==> config.mk <==
export PLATFORM = sky130hd
export DESIGN_NAME = seg7_scroll_source
export DESIGN_NICKNAME = d
export VERILOG_FILES = /design/src/rtl/seg7_scroll_source.sv
export SDC_FILE = /design/constraint.sdc
export NUM_CORES = 1
export LEC_CHECK = 0
export CORE_UTILIZATION = 55
export DETAILED_ROUTE_END_ITERATION = 12
export GPL_TIMING_DRIVEN = 0
export PLACE_DENSITY_LB_ADDON = 0.3
export SETUP_SLACK_MARGIN = 0.02
export SKIP_LAST_GASP = 1
export SYNTH_ARGS = -nofsm -noshare
export SYNTH_HDL_FRONTEND = slang
export SYNTH_SLANG_ARGS = --single-unit
==> constraint.sdc <==
create_clock -name clk -period 8.1 [get_ports clk]
set_clock_uncertainty 0.2 [all_clocks]
set_input_delay 1.62 -clock clk [delete_from_list [all_inputs] [get_ports clk]]
set_output_delay 1.62 -clock clk [all_outputs]
set_load 0.005 [all_outputs]
==> src/rtl/seg7_scroll_source.sv <==
// seg7_scroll_source: loads a 16-bit switch value into an 8-nibble display
// word on a button press and rotates it nibble-wise left or right at a
// prescaled step rate, with run/pause control and debug visibility of the
// rotation offset and FSM state.
//
// Handshake note: there is no valid/ready pair on this block. step_tick is a
// one-cycle strobe marking the cycle whose closing edge applies a rotation;
// disp_out/offset/state are registered and valid every cycle.
module seg7_scroll_source #(
    parameter int unsigned TICK_DIV  = 50000000,
    parameter logic [31:0] INIT_WORD = 32'h0000_0000
) (
    input  logic        clk,
    input  logic        rst,
    input  logic        load,
    input  logic        run,
    input  logic        dir,
    input  logic [15:0] data_in,
    output logic [31:0] disp_out,
    output logic        step_tick,
    output logic [2:0]  offset,
    output logic [1:0]  state
);

    localparam int CW = (TICK_DIV > 2) ? $clog2(TICK_DIV) : 1;
    localparam logic [CW-1:0] TERM = CW'(TICK_DIV - 1);

    typedef enum logic [1:0] {
        IDLE   = 2'b00,
        LOADED = 2'b01,
        SCROLL = 2'b10,
        PAUSE  = 2'b11
    } state_t;

    state_t        state_q;
    state_t        state_nxt;
    logic [CW-1:0] cnt;
    logic [CW-1:0] cnt_nxt;
    logic [31:0]   word_nxt;
    logic [2:0]    off_nxt;
    logic          term;

    logic load_s1, load_s2, load_s2_d, load_rise;
    logic run_s1, run_s2;
    logic dir_s1, dir_s2;

    assign state = state_q;

    // Two-flop synchronisers for the raw pins, plus a registered rising-edge
    // pulse on load so a press lands three edges after the pin rises.
    always_ff @(posedge clk or posedge rst) begin
        if (rst) begin
            load_s1   <= 1'b0;
            load_s2   <= 1'b0;
            load_s2_d <= 1'b0;
            load_rise <= 1'b0;
            run_s1    <= 1'b0;
            run_s2    <= 1'b0;
            dir_s1    <= 1'b0;
            dir_s2    <= 1'b0;
        end else begin
            load_s1   <= load;
            load_s2   <= load_s1;
            load_s2_d <= load_s2;
            load_rise <= load_s2 & ~load_s2_d;
            run_s1    <= run;
            run_s2    <= run_s1;
            dir_s1    <= dir;
            dir_s2    <= dir_s1;
        end
    end

    // Next-state logic: a load wins over everything, including a coincident
    // terminal count; otherwise the FSM steers the prescaler and rotation.
    always_comb begin
        state_nxt = state_q;
        cnt_nxt   = cnt;
        word_nxt  = disp_out;
        off_nxt   = offset;
        term      = (state_q == SCROLL) && (cnt == TERM);
        if (load_rise) begin
            word_nxt  = {16'h0000, data_in};
            off_nxt   = 3'd0;
            cnt_nxt   = '0;
            state_nxt = LOADED;
        end else begin
            unique case (state_q)
                IDLE: begin
                    cnt_nxt = '0;
                end
                LOADED: begin
                    cnt_nxt = '0;
                    if (run_s2) state_nxt = SCROLL;
                end
                SCROLL: begin
                    if (term) begin
                        cnt_nxt = '0;
                        if (dir_s2) begin
                            word_nxt = {disp_out[27:0], disp_out[31:28]};
                            off_nxt  = offset + 3'd1;
                        end else begin
                            word_nxt = {disp_out[3:0], disp_out[31:4]};
                            off_nxt  = offset - 3'd1;
                        end
                    end else begin
                        cnt_nxt = cnt + CW'(1);
                    end
                    // A tick in the same cycle still rotates before pausing.
                    if (!run_s2) state_nxt = PAUSE;
                end
                PAUSE: begin
                    // Count is retained so resume continues the same period.
                    if (run_s2) state_nxt = SCROLL;
                end
            endcase
        end
    end

    // State, prescaler, word and offset registers; step_tick is registered
    // from the next-state view so it is high exactly in the terminal cycle.
    always_ff @(posedge clk or posedge rst) begin
        if (rst) begin
            state_q   <= IDLE;
            cnt       <= '0;
            disp_out  <= INIT_WORD;
            offset    <= 3'd0;
            step_tick <= 1'b0;
        end else begin
            state_q   <= state_nxt;
            cnt       <= cnt_nxt;
            disp_out  <= word_nxt;
            offset    <= off_nxt;
            step_tick <= (state_nxt == SCROLL) && (cnt_nxt == TERM);
        end
    end

endmodule
==> flow_metrics.py <==
metrics = {
    "synth": {
        "synth.distinct_cells": 55,
        "synthCells": 428,
        "synth_async_sr_flop_share_pct": 100,
        "ys.flop_type": "dfrtp_1",
        "syn_avg_cell_area_um2": 9.04,
        "syn_area_mm2": 0.00387,
        "ys_seq_area_share_pct": 46.5,
        "yosys_warnings": 0,
        "synth_edf_count": 0,
        "synth_nets": 451,
        "ys_ff_latch": 72,
    },
    "clock_tree": {
        "clk_path_buf_depth": 2,
        "cts_tree": "built",
        "clock_latency_ns": 0.35,
        "numCtsBuffers": 9,
        "cts_resized": 0,
        "path_clk_slew_ns": 0.08,
        "ctsHtreeMaxLevel": 3,
        "holdBufCountCts": 0,
        "clk_root_buffer_cell": "clkbuf_8",
        "postCtsSetupBuffers": 0,
        "cts.sinks": 72,
    },
    "sta": {
        "slew_viol_final": 0,
        "max_slew_margin_pct": 41.1,
        "setup_tns_ns": 0,
        "setup_ws_ns": 4.92,
        "hold_violations": 0,
        "rsz0062_at_grt": "false",
        "max_freq_mhz": 315,
        "min_period_over_period_pct": 39.3,
        "period_needed_ns": 3.18,
        "setup_violations": 0,
        "holdWs_ns": 0.151,
        "tightest_slew_ns": 0.884,
    },
    "floorplanning": {
        "die_area_mm2": 0.00738,
        "core-area_mm2": 0.00679,
        "floorplan.initialDensity_pct": 57.0,
        "rows": 30,
        "die_h_um": 85.9,
        "chipWidth_um": 85.9,
        "io_pins": 59,
    },
    "worst_setup_path": {
        "worstRegToRegCells": 7,
        "timing.rr.start": "cnt[0]",
        "critical_path_class": "flop to flop",
        "ff2ff_setup_slack_ns": 4.92,
        "cp.required_ns": 8.13,
        "reg2reg_to": "step_tick",
        "end_kind": "flop",
        "worstPathArrival_ns": 3.21,
        "critPathLaunchType": "flop",
        "worstPathMaxFanout": 9,
    },
    "drt": {
        "vias": 3459,
        "drc": 0,
        "ant_nets": 0,
        "wl_per_cell_um": 16.3,
        "drt-initial-drc-count": 290,
        "viasPerCell": 5.79,
        "wl_um": 9720,
        "firstDrtPassIters": 5,
    },
    "finish": {
        "fillers": 532,
        "syn_to_final_growth_pct": 23.6,
        "drive_gt1_share_pct": 7.58,
        "num_antenna_cells": 0,
        "post-route-util_pct": 70.4,
        "final_net_count": 520,
    },
    "min_path": {
        "worst_hold_startpoint": "load_s1",
        "hold_end": "load_s2",
        "hold_path_depth": 0,
        "worstHoldPathType": "flop to flop",
    },
    "grt": {
        "grt_pass1_vias": 3294,
        "track_usage_pct": 28.0,
        "antenna_found_initial": 0,
        "grt_overflow": 0,
        "grt_pass1_wl_um": 16000,
        "grt_max_degree": 73,
    },
    "placement": {
        "place.gp.congestion": 0.907,
        "pre_cts_ws_ns": 5.04,
        "numPortBuffers": 58,
        "hpwl_um": 6980,
    },
    "power": {
        "power_density_mw_per_mm2": 168,
        "power_uw": 801,
        "peakVddDrop_mv": 0.109,
        "p_leak_uw": 0.00193,
    },
    "run_status": {
        "outcome": "finished clean",
    },
    "run": {
        "cap_viol_max_count": 0,
    },
}
## layer usage
layer	track usage (%)	part of all wire, %	vias up
met5	0	0	-
met4	13.2	2.5	0
met3	3.37	4.5	22
met2	46.3	50	125
met1	36.7	42	1691
li1	-	-	1621
## flip-flops by register name, indices dropped and copies added (netlist names), 2 cells and up
register and flops:
disp_out 32, cnt 26, offset 3, state 2
## cell type report
class | count | area [um^2] | area share [%]
buffer | 31 | 148 | 3.09
clock buffer | 10 | 128 | 2.67
clock inverter | 5 | 81.3 | 1.70
inverter | 7 | 28.8 | 0.602
multi-input combinational | 318 | 1900 | 39.6
sequential | 72 | 1800 | 37.7
tap | 96 | 120 | 2.51
timing repair buffer | 58 | 581 | 12.1
## cells in the mapped netlist (all sizes together) (4+ instances only)
cell	n	area [um^2]
nand2b	4	25.0
a21oi	43	219
nor4	5	37.5
o21ai	23	115
buf	16	91.3
nand2	35	131
or3	5	31.3
clkbuf	15	56.3
xor2	7	61.3
nor3	5	25.0
and4	4	35.0
nand4	12	75.1
nand3	8	40.0
or4	4	33.8
nor2b	5	31.3
xnor2	16	140
inv	7	26.3
dfrtp	72	1800
nor2	74	278
mux2i	32	320
## per-stage QoR
stage | instance area [um^2] | std cells
after floorplan | 3870 | 428
after global placement | 4570 | 582
after detailed placement | 4570 | 582
after CTS | 4780 | 597
after global routing | 4780 | 597
final | 4780 | 597
## power by group
group,switching (uW),leakage [uW],total [uW],internal [uW]
clock,139,0.000103,312,172
sequential,16.6,0.000957,391,374
combinational,49.0,0.000868,99.0,50.0
total,205,0.00193,801,596
## worst max path at each step
stage,start,endpoint,slack (ns)
5_1_grt,cnt[0],step_tick,4.73
6_report,cnt[0],step_tick,4.92
4_1_cts,disp_out[11],disp_out[11],4.96
2_1_floorplan,rst,cnt[0],4.46
3_5_place_dp,cnt[0],step_tick,5.04
3_3_place_gp,rst,offset[0],3.30
## logic make-up (layout without fill, tap and decap cells)
logic type / after synthesis / count (layout) / share of synthesized area (%)
buffers and inverters: 38 / 111 / 4.49
AND/OR/NAND/NOR: 178 / 178 / 22.5
multiplexers: 33 / 33 / 8.57
XOR/XNOR: 23 / 23 / 5.20
AO/OA/AOI/OAI: 82 / 82 / 11.8
adder cells (fa/ha/maj): 2 / 2 / 0.840
flip-flops: 72 / 72 / 46.5
## worst max-delay path, cell delays in order (launching register included)
cell and delay [ns]:
dfrtp_1 0.43, ha_1 0.25, and2_0 0.33, nand4_1 0.37
nor4_1 0.43, xnor2_1 0.21, or3b_2 0.48, nor4_2 0.36
## cell usage in the layout, fill, tap and decap left out, types with 3 or more instances in the layout
master	n
o21ai_1	12
or3_1	5
nand2b_1	4
or4_1	3
nor2b_1	5
xor2_1	7
nor4_1	4
clkbuf_8	9
xnor2_1	16
buf_2	13
o21ai_0	11
mux2i_1	32
nor2_1	74
inv_1	6
nand4_1	12
nand2_1	35
nor3_1	5
and4_1	4
clkdlybuf4s50_1	58
dfrtp_1	72
a21oi_1	42
clkbuf_1	16
nand3_1	8
Power figures use the tool's default switching activity.
